**config.mk**
```make
export PLATFORM = sky130hd
export DESIGN_NAME = frame_dispatch_ctrl
export DESIGN_NICKNAME = d
export VERILOG_FILES = /design/src/rtl/frame_dispatch_ctrl.sv
export SDC_FILE = /design/constraint.sdc
export NUM_CORES = 1
export LEC_CHECK = 0
export BUFFER_PORTS_ARGS = -buffer_cell sky130_fd_sc_hd__buf_4
export CAP_MARGIN = 5
export CORE_AREA = 4 4 149 151
export DETAILED_ROUTE_END_ITERATION = 8
export DIE_AREA = 0 0 153 155
export HOLD_SLACK_MARGIN = 0.08
export SYNTH_ARGS = -nofsm -noshare
export SYNTH_HDL_FRONTEND = slang
export SYNTH_SLANG_ARGS = --single-unit
```
**constraint.sdc**
```tcl
create_clock -name clk_in -period 2.5 [get_ports clk_in]
set_input_delay 0 -clock clk_in [delete_from_list [all_inputs] [get_ports clk_in]]
set_output_delay 0 -clock clk_in [all_outputs]
set_load 0.01 [all_outputs]
```
**src/rtl/frame_dispatch_ctrl.sv**
```systemverilog
// Frame dispatch sequencer: pops a 140-bit frame record, validates it and streams
// its payload as 16-bit words to one of eight channels under valid/ready.
//
// state   | meaning
// --------+-------------------------------------------------------------
// S_IDLE  | waiting for a record; error pulses are shown here
// S_FETCH | one-cycle FIFO pop strobe
// S_LATCH | record on fifo_dout; capture and validate it
// S_SEND  | present the top payload word to the selected channel
// S_DONE  | one-cycle frame_done pulse
module frame_dispatch_ctrl #(
  parameter int TIMEOUT = 256,
  parameter int CNT_W   = 16
) (
  input  logic         clk_in,
  input  logic         rst,
  input  logic         fifo_empty,
  output logic         fifo_rd_en,
  input  logic [139:0] fifo_dout,
  input  logic [7:0]   ch_ready,
  output logic [15:0]  dout,
  output logic [7:0]   dout_valid,
  output logic         frame_done,
  output logic         sel_err,
  output logic         timeout_err,
  output logic         busy
);

  typedef enum logic [2:0] {
    S_IDLE  = 3'd0,
    S_FETCH = 3'd1,
    S_LATCH = 3'd2,
    S_SEND  = 3'd3,
    S_DONE  = 3'd4
  } state_t;

  localparam bit               TO_EN  = (TIMEOUT != 0);
  localparam logic [CNT_W-1:0] TO_CNT = CNT_W'(TIMEOUT);

  state_t         state_q, state_d;
  logic [127:0]   payload_q, payload_d;
  logic [7:0]     chan_q, chan_d;
  logic [3:0]     wcnt_q, wcnt_d;
  logic [CNT_W-1:0] stall_q, stall_d, stall_inc;

  logic           fifo_rd_en_q, fifo_rd_en_d;
  logic [15:0]    dout_q, dout_d;
  logic [7:0]     dout_valid_q, dout_valid_d;
  logic           frame_done_q, frame_done_d;
  logic           sel_err_q, sel_err_d;
  logic           timeout_err_q, timeout_err_d;
  logic           busy_q, busy_d;

  logic [7:0]     rec_ch;
  logic [3:0]     rec_len;
  logic           rec_valid;
  logic           xfer;

  assign rec_ch    = fifo_dout[11:4];
  assign rec_len   = fifo_dout[3:0];
  assign rec_valid = (rec_ch != 8'd0) && ((rec_ch & (rec_ch - 8'd1)) == 8'd0) &&
                     (rec_len != 4'd0) && (rec_len <= 4'd8);
  assign xfer      = |(ch_ready & chan_q);
  assign stall_inc = stall_q + CNT_W'(1);

  always_comb begin
    state_d       = state_q;
    payload_d     = payload_q;
    chan_d        = chan_q;
    wcnt_d        = wcnt_q;
    stall_d       = stall_q;
    sel_err_d     = 1'b0;
    timeout_err_d = 1'b0;

    case (state_q)
      S_IDLE: begin
        if (!fifo_empty) state_d = S_FETCH;
      end
      S_FETCH: begin
        state_d = S_LATCH;
      end
      S_LATCH: begin
        payload_d = fifo_dout[139:12];
        chan_d    = rec_ch;
        wcnt_d    = rec_len;
        stall_d   = '0;
        if (rec_valid) begin
          state_d = S_SEND;
        end else begin
          state_d   = S_IDLE;
          sel_err_d = 1'b1;
        end
      end
      S_SEND: begin
        if (xfer) begin
          payload_d = {payload_q[111:0], 16'h0000};
          wcnt_d    = wcnt_q - 4'd1;
          stall_d   = '0;
          if (wcnt_q == 4'd1) state_d = S_DONE;
        end else begin
          stall_d = stall_inc;
          // Abandon the frame once the channel has stalled TIMEOUT cycles in a row.
          if (TO_EN && (stall_inc == TO_CNT)) begin
            state_d       = S_IDLE;
            timeout_err_d = 1'b1;
          end
        end
      end
      S_DONE: begin
        state_d = S_IDLE;
      end
      default: begin
        state_d = S_IDLE;
      end
    endcase

    // Outputs are registered from the next state so they line up with the state they describe.
    fifo_rd_en_d = (state_d == S_FETCH);
    dout_valid_d = (state_d == S_SEND) ? chan_d : 8'd0;
    dout_d       = (state_d == S_SEND) ? payload_d[127:112] : 16'd0;
    frame_done_d = (state_d == S_DONE);
    busy_d       = (state_d != S_IDLE);
  end

  always_ff @(posedge clk_in) begin
    if (rst) begin
      state_q       <= S_IDLE;
      payload_q     <= '0;
      chan_q        <= '0;
      wcnt_q        <= '0;
      stall_q       <= '0;
      fifo_rd_en_q  <= 1'b0;
      dout_q        <= '0;
      dout_valid_q  <= '0;
      frame_done_q  <= 1'b0;
      sel_err_q     <= 1'b0;
      timeout_err_q <= 1'b0;
      busy_q        <= 1'b0;
    end else begin
      state_q       <= state_d;
      payload_q     <= payload_d;
      chan_q        <= chan_d;
      wcnt_q        <= wcnt_d;
      stall_q       <= stall_d;
      fifo_rd_en_q  <= fifo_rd_en_d;
      dout_q        <= dout_d;
      dout_valid_q  <= dout_valid_d;
      frame_done_q  <= frame_done_d;
      sel_err_q     <= sel_err_d;
      timeout_err_q <= timeout_err_d;
      busy_q        <= busy_d;
    end
  end

  assign fifo_rd_en  = fifo_rd_en_q;
  assign dout        = dout_q;
  assign dout_valid  = dout_valid_q;
  assign frame_done  = frame_done_q;
  assign sel_err     = sel_err_q;
  assign timeout_err = timeout_err_q;
  assign busy        = busy_q;

endmodule

```
== Word-level counts from Yosys, hierarchy flattened ==
Cells that the tools add are included.

* Register bits: 188
* Logic and storage cells: 60

* Add/sub/neg operators: 3
* Magnitude comparators: 1
* Eq/ne operators: 9
* Mux-type cells: 15
* Bitwise logic cells: 5
* Reduce and logical (&&, ||, !) cells: 14

{| class="wikitable"
|+ Operators with widths
! operator !! count
|-
| $pmux 128 s2 || 1
|-
| $mux 128 || 1
|-
| $pmux 16 s2 || 1
|-
| $add 16x1->16 const B || 1
|-
| $and 8x8->8 || 2
|-
| $eq 16x9->1 const B || 1
|-
| $mux 16 || 1
|-
| $mux 3 || 4
|-
| $pmux 3 s4 || 1
|-
| $reduce_or 10->1 || 1
|-
| $eq 3x2->1 const B || 3
|-
| $logic_not 8->1 || 1
|-
| $mux 8 || 1
|-
| $pmux 4 s2 || 1
|-
| $reduce_bool 8->1 || 1
|-
| $reduce_or 8->1 || 1
|-
| $sub 8x1->8 const B || 1
|-
| $eq 3x1->1 const B || 2
|-
| $eq 4x1->1 const B || 1
|-
| $le 4x4->1 const B || 1
|-
| $mux 4 || 1
|-
| $reduce_bool 4->1 || 1
|-
| $reduce_or 2->1 || 2
|-
| $sub 4x1->4 const B || 1
|-
| other kinds (10) || 15
|}

== Depth between registers and ports, before layout ==
Gate-level depths: netlist of run 1.

* Depth after elaboration: 11
* Gate-level depth with buffers: 9
* Mapped depth without buffers: 7

== Least setup slack after synthesis of run 1 ==
OpenSTA, ideal clock, no wires.

* Path type: flip-flop to flip-flop
* From: register stall_q[6]
* To: register dout_q[0], in the netlist dout[0]
* Data arrival time: 2.053 ns
* Data required time: 2.383 ns
* Setup slack: 0.330 ns
* Cell stages (with the launch flop): 9
* Buffers on the path: 2
* Period minus slack after synthesis: 2.170 ns
* Cell sequence: dfxtp_1 -> clkbuf_1 -> nand4_1 -> nor3_2 -> nor4bb_1 -> o2111ai_1 -> nor2_1 -> buf_2 -> o2bb2ai_1

* Longest elaborated chain between the ends: 8

{| class="wikitable"
|+ Ends and longest elaborated chain
! item !! line !! RTL
|-
| start, declared || 44 || <nowiki>logic [CNT_W-1:0] stall_q, stall_d, stall_inc;</nowiki>
|-
| start signal, assigned || 144 || <nowiki>stall_q <= stall_d;</nowiki>
|-
| $add 16x1->16 || 64 || <nowiki>assign stall_inc = stall_q + CNT_W'(1);</nowiki>
|-
| $eq 16x9->1 || 103 || <nowiki>if (TO_EN && (stall_inc == TO_CNT)) begin</nowiki>
|-
| $mux 3 || 103 ||
|-
| $mux 3 || 95 || <nowiki>if (xfer) begin</nowiki>
|-
| $pmux 3 s4 || 75 || <nowiki>case (state_q)</nowiki>
|-
| $eq 3x2->1 || 120 || <nowiki>dout_d = (state_d == S_SEND) ? payload_d[127:112] : 16'd0;</nowiki>
|-
| $not 1->1 (no source line) || -- ||
|-
| $reduce_or 2->1 (no source line) || -- ||
|-
| end signal, assigned || 146 || <nowiki>dout_q <= dout_d;</nowiki>
|-
| end, declared || 47 || <nowiki>logic [15:0] dout_q, dout_d;</nowiki>
|}

No other way between the ends.
A chain may end at the register's enable or synchronous reset.

== Worst setup path after layout of run 1 ==
* From: input fifo_dout[5]
* To: register dout_valid_q[1], in the netlist dout_valid[1]

* Longest elaborated chain between the ends: 11

{| class="wikitable"
|+ Ends and longest elaborated chain
! item !! line !! RTL
|-
| start, declared || 19 || <nowiki>input logic [139:0] fifo_dout,</nowiki>
|-
| $sub 8x1->8 || 61 || <nowiki>assign rec_valid = (rec_ch != 8'd0) && ((rec_ch & (rec_ch - 8'd1)) == 8'd0) &&</nowiki>
|-
| $and 8x8->8 || 61 ||
|-
| $logic_not 8->1 || 61 ||
|-
| $logic_and 1x1->1 (2 in series) || 61 ||
|-
| $logic_and 1x1->1 || 62 || <nowiki>(rec_len != 4'd0) && (rec_len <= 4'd8);</nowiki>
|-
| $mux 2 || 87 || <nowiki>if (rec_valid) begin</nowiki>
|-
| $pmux 3 s4 || 75 ||
|-
| $eq 3x2->1 || 119 || <nowiki>dout_valid_d = (state_d == S_SEND) ? chan_d : 8'd0;</nowiki>
|-
| $not 1->1 (no source line) || -- ||
|-
| $reduce_or 2->1 (no source line) || -- ||
|-
| end signal, assigned || 147 || <nowiki>dout_valid_q <= dout_valid_d;</nowiki>
|-
| end, declared || 48 || <nowiki>logic [7:0] dout_valid_q, dout_valid_d;</nowiki>
|}

Several ways; a longest one is shown, not always the timed one.

==> results_dict.tcl, run 1 <==
set metrics [dict create \
    status "finished clean" \
    r2r_start "chan_q[1]$_SDFF_PP0_" \
    cp.arrival_ps 2720 \
    ir_worst_vdd_mv 0.484 \
    ys_ff_latch 188 \
    relSlewSlack 0.266 \
    initial_core_util 0.365 \
    critPathLaunch "fifo_dout[5]" \
    wl_um 24300 \
    cp-endpoint "dout_valid[1]$_SDFF_PP0_" \
    ys_seq_area_frac 0.496 \
    syn-num-nets 1036 \
    multi_input_area_um2 3520 \
    setup.worst_path.end_class "flop" \
    syn_area_per_cell_um2 8.61 \
    viasPerCell 5.23 \
    async_reset_ff_frac 0 \
    nets 1323 \
    htree_levels 4 \
    path_depth 9 \
    overflow 0 \
    rsz0062_at_grt "no" \
    skew_ps 19.6 \
    hold_ws_ps 319 \
    grt_pass1_wl_um 38700 \
    synthesis.area_um2 7590 \
    first_global_vias 7436 \
    synthCells 882 \
    gp_congestion 0.810 \
    setup_tns_ps 0 \
    hold_class "in -> reg" \
    register_area_um2 3760 \
    synth.most_common_cell "dfxtp_1" \
    numPortBuffers 179 \
    critPathBufInv 3 \
    fill_cells 1887 \
    cts_resized 0 \
    yosysWarnings 0 \
    dpl.hpwl_um 15700 \
    synth_cell_type_count 53 \
    synth_edf_count 0 \
    worstPathRequired_ps 2860 \
    synth_top_cell_by_area "dfxtp_1" \
    pre_cts_slack_ps 233 \
    p_leak_nw 4.14 \
    die_area_um2 23700 \
    startpoint_type "input port" \
    max_stage_delay_ps 540 \
    stdcell_count 1458 \
    antenna_found_initial 1 \
    post-route-min-period_ps 2360 \
    synth_area_leaders "dfxtp_1, a22oi_1, a21oi_1" \
    coreArea_um2 20800 \
    grt_max_degree 107 \
    drive_gt1_frac 0.207 \
    io-pin-count 180 \
    routedWlPerCell_um 16.7 \
    dp_cells 1283 \
    reg2regPathDepth 5 \
    crit_chain "dlygate4sd3_1 > buf_4 > or4_4 > or3b_1 > a21o_1 > a211oi_2 > or2_1 > buf_4 > o2bb2ai_1" \
    area_growth_pct 48.6 \
    vias 7630 \
    cts_tree "done" \
    crit_type "in -> reg" \
    synth_commonest_cells "dfxtp_1, nand2_1, a21oi_1" \
    rows 53 \
    ant_nets 0 \
    fin_ws_ps 142 \
    clkTransAtPathRegs_ps 70 \
    cp_top_family "simple AND/OR/NAND/NOR gates" \
    crit_path_frequent_cell "buf_4" \
    max_freq_mhz 424 \
    cts_buffers 17 \
    finalCritPeriodShare 0.943 \
    max_slew.worst_pin.slew_ps 1100 \
    drtPass1Iterations 5 \
    cpMaxStageDelayCell "dlygate4sd3_1" \
    synth_ff_type "dfxtp_1" \
    rr_endpoint "payload_q[14]$_SDFFE_PP0P_" \
    cap_violations 0 \
    hold_viol_final 0 \
    clockBufferDepth 2 \
    report.final.slew_viol_count 0 \
    ctsRootBufferMaster "clkbuf_16" \
    rrSetupSlack_ps 240 \
    cts.sinks 188 \
    die_y_um 155 \
    drcViolationCount 0 \
    grt_usage 0.198 \
    synth.top_cell.area_share 0.496 \
    drt-initial-drc-count 475 \
    crit_fanout 24 \
    clk_latency_ps 440 \
    power_density_nw_per_um2 580 \
    fp.dieW_um 153 \
    setup_viol 0 \
]
worst min-delay path, cell delays in order:
cell	delay, ps
dlygate4sd3_1	520
buf_4	90
a22o_1	110
worst min-delay path by stage:
stage	start	to	slack, ps	depth (start not counted)
after global routing	fifo_dout[19]	payload_q[7]$_SDFFE_PP0P_	320	3
after floorplan	fifo_dout[12]	payload_q[0]$_SDFFE_PP0P_	130	1
after CTS	ch_ready[2]	wcnt_q[0]$_SDFFE_PP0P_	300	7
after global placement	fifo_dout[23]	payload_q[11]$_SDFFE_PP0P_	220	2
after detailed placement	fifo_dout[27]	payload_q[15]$_SDFFE_PP0P_	220	2
final	fifo_dout[24]	payload_q[12]$_SDFFE_PP0P_	320	3
sequential cells by signal (all words and copies together), names as in the netlist, 3 cells and up:
register / count
chan_q: 8
dout: 16
dout_valid: 8
payload_q: 128
stall_q: 16
state_q: 3
wcnt_q: 4
layout by cell type, fill, tap and decap left out, types with 4 or more instances in the layout:
cell type,synthesis,routed
buf_4,0,198
dfxtp_1,188,188
nand2_1,151,151
a21oi_1,142,142
dlygate4sd3_1,0,142
a22oi_1,118,118
nor2_1,34,31
o2bb2ai_1,24,24
nand3_1,22,22
clkbuf_16,0,17
a22o_1,16,16
o21ai_0,13,13
o21ai_1,9,9
nor3_1,8,8
buf_12,0,7
a211oi_1,6,6
nand4_1,6,6
a311oi_1,5,5
nand2b_1,4,4
o211ai_1,4,4
clkinv_8,0,4
what timing repair did:
item                      in CTS  in global routing
setup buffers                  0                  0
hold buffers                 142                  0
hold endpoints to repair     161                  0
where the power goes:
group	switching, mW	internal [mW]
combinational	0.337	0.418
sequential	0.0540	3.08
clock	1.29	1.36
total	1.68	4.86
cell type report:
cell class                 count  share of cell area
timing repair buffer         347               0.270
sequential                   188               0.334
antenna                        1            0.000222
tap                          275              0.0305
inverter                       4             0.00133
clock inverter                14              0.0135
clock buffer                  18              0.0389
multi-input combinational    611               0.312
metrics by stage:
| step | power (mW) | instance area, um2 | utilization |
|---|---|---|---|
| 6_report | 6.54 | 11300 | 0.542 |
| 5_1_grt | 6.80 | 11300 | 0.542 |
| 4_1_cts | 6.62 | 11300 | 0.542 |
| 3_5_place_dp | 3.77 | 9270 | 0.445 |
| 3_3_place_gp | 3.77 | 9270 | 0.445 |
| 2_1_floorplan | 3.45 | 7590 | - |
metal layers:
| layer | global-route usage | up-vias | wire [um] |
|---|---|---|---|
| met2 | 0.329 | 231 | 11500 |
| met4 | 0.0670 | 0 | 558 |
| met3 | 0.0428 | 41 | 1310 |
| met5 | 0 | - | 0 |
| li1 | - | 3813 | - |
| met1 | 0.259 | 3545 | 10900 |
cell families after synthesis:
logic type / Yosys count / share of synthesized area
buffers and inverters: 83 / 0.0455
flip-flops: 188 / 0.496
AND/OR/NAND/NOR: 251 / 0.146
AO/OA/AOI/OAI: 353 / 0.304
XOR/XNOR: 4 / 0.00462
adder cells (fa/ha/maj): 3 / 0.00495
No activity file was read; power rests on OpenSTA's default activity.
==> inputs of run 2 (changes only) <==
CELL_PAD_IN_SITES_DETAIL_PLACEMENT = 1   (was unset)
CELL_PAD_IN_SITES_GLOBAL_PLACEMENT = 1   (was unset)
PLACE_DENSITY_LB_ADDON = 0.1   (was unset)
==> run 2 against run 1 <==
  * Final cell count increased by 0.89%
  * Register-to-register slack got worse by 80 ps
  * Setup slack got worse by 22 ps
  * Final area increased by 0.85%
  * Largest power group unchanged
==> results_dict.tcl, run 2 (synthesis gave the netlist of run 1 again) <==
set metrics [dict create \
    status "finished clean" \
    layout_commonest_cell "buf_4" \
    cap_violations 0 \
    rsz0062_at_grt "no" \
    max_freq_mhz 420 \
    hold_class "in -> reg" \
    wl_um 28300 \
    drt-initial-drc-count 452 \
    drive_gt1_frac 0.208 \
    area_growth_pct 49.9 \
    io-pin-count 180 \
    crit_type "in -> reg" \
    ctsRootBufferMaster "clkbuf_16" \
    die_area_um2 23700 \
    max_slew.worst_pin.slew_ps 1200 \
    dpl.hpwl_um 17100 \
    numPortBuffers 179 \
    post-route-min-period_ps 2380 \
    setup.worst_path.end_class "flop" \
    viasPerCell 5.39 \
    final_cell_mix "buf_4, dfxtp_1, nand2_1" \
    nets 1331 \
    rows 53 \
    skew_ps 18.5 \
    clockBufferDepth 2 \
    grt_pass1_wl_um 45000 \
    crit_fanout 24 \
    post_dp_cell_area_um2 9280 \
    largest_reg_flops 128 \
    drtPass1Iterations 5 \
    report.final.slew_viol_count 0 \
    final_area_um2 11400 \
    grt_usage 0.234 \
    p_leak_nw 4.20 \
    top_register "payload_q" \
    clk_latency_ps 440 \
    finalCritPeriodShare 0.952 \
    critPathLaunch "fifo_dout[6]" \
    hold_viol_final 0 \
    hp-start "fifo_dout[16]" \
    initial_core_util 0.365 \
    ant_nets 0 \
    cp.arrival_ps 2740 \
    fp.dieW_um 153 \
    ir_worst_vdd_mv 0.440 \
    gp_congestion 0.797 \
    post-cts-setup-buffers 0 \
    setup_viol 0 \
    coreArea_um2 20800 \
    clkTransAtPathRegs_ps 80 \
    grt_max_degree 97 \
    setup_tns_ps 0 \
    vias 7935 \
    r2r_start "state_q[2]$_SDFF_PP0_" \
    relSlewSlack 0.196 \
    cts_buffers 17 \
    routedWlPerCell_um 19.2 \
    antenna_found_initial 6 \
    power_density_nw_per_um2 589 \
    die_y_um 155 \
    cts.sinks 188 \
    first_global_vias 8352 \
    cts_tree "done" \
    fill_cells 2428 \
    overflow 0 \
    drcViolationCount 0 \
    htree_levels 4 \
    startpoint_type "input port" \
    worstPathRequired_ps 2860 \
]
-- run 2: cell type report --
class	count	area [um2]	share of cell area
tap	275	344	0.0302
timing repair buffer	355	3130	0.275
multi-input combinational	611	3520	0.309
sequential	188	3760	0.331
clock inverter	15	170	0.0150
clock buffer	17	425	0.0374
antenna	6	15.0	0.00132
inverter	4	15.0	0.00132
-- run 2: repair_timing --
action | in CTS | in global routing
resized for setup | 0 | 1
hold buffers | 149 | 0
endpoints found under the hold margin | 164 | 0
endpoints found under the setup margin | 0 | 16
-- run 2: final timing paths --
check	to	slack, ps	depth (start not counted)
setup / recovery	dout_valid[7]$_SDFF_PP0_	120	9
hold / removal	payload_q[4]$_SDFFE_PP0P_	320	3
setup reg to reg	chan_q[0]$_SDFF_PP0_	160	6
hold reg to reg	payload_q[80]$_SDFFE_PP0P_	460	2
-- run 2: critical path, stage by stage --
cell and delay, ps:
dlygate4sd3_1 550, buf_4 150, or4_4 520, or3b_1 380, a21o_1 210, a211oi_2 350, or2_1 150, buf_4 260
o2bb2ai_1 160
-- run 2: per-stage QoR --
stage	utilization	hold slack [ps]	setup WS, ps	total power [mW]	cells
detailed placement	0.445	228	184	3.78	1284
finish	0.547	317	120	6.70	1471
CTS	0.546	298	156	6.74	1465
floorplan	-	133	330	3.45	882
global placement	0.445	218	230	3.78	1284
global route	0.547	309	28.2	6.95	1471
-- run 2: power breakdown --
| part | total [mW] | internal [mW] | switching, mW |
|---|---|---|---|
| combinational | 0.785 | 0.424 | 0.362 |
| sequential | 3.14 | 3.08 | 0.0583 |
| clock | 2.78 | 1.43 | 1.34 |
-- run 2: per-layer routing --
layer / vias up / track usage / routed length (um)
met5: - / 0 / 0
met4: 0 / 0.0861 / 600
met3: 46 / 0.0448 / 1130
met2: 197 / 0.410 / 14300
met1: 3862 / 0.286 / 12300
li1: 3830 / - / -
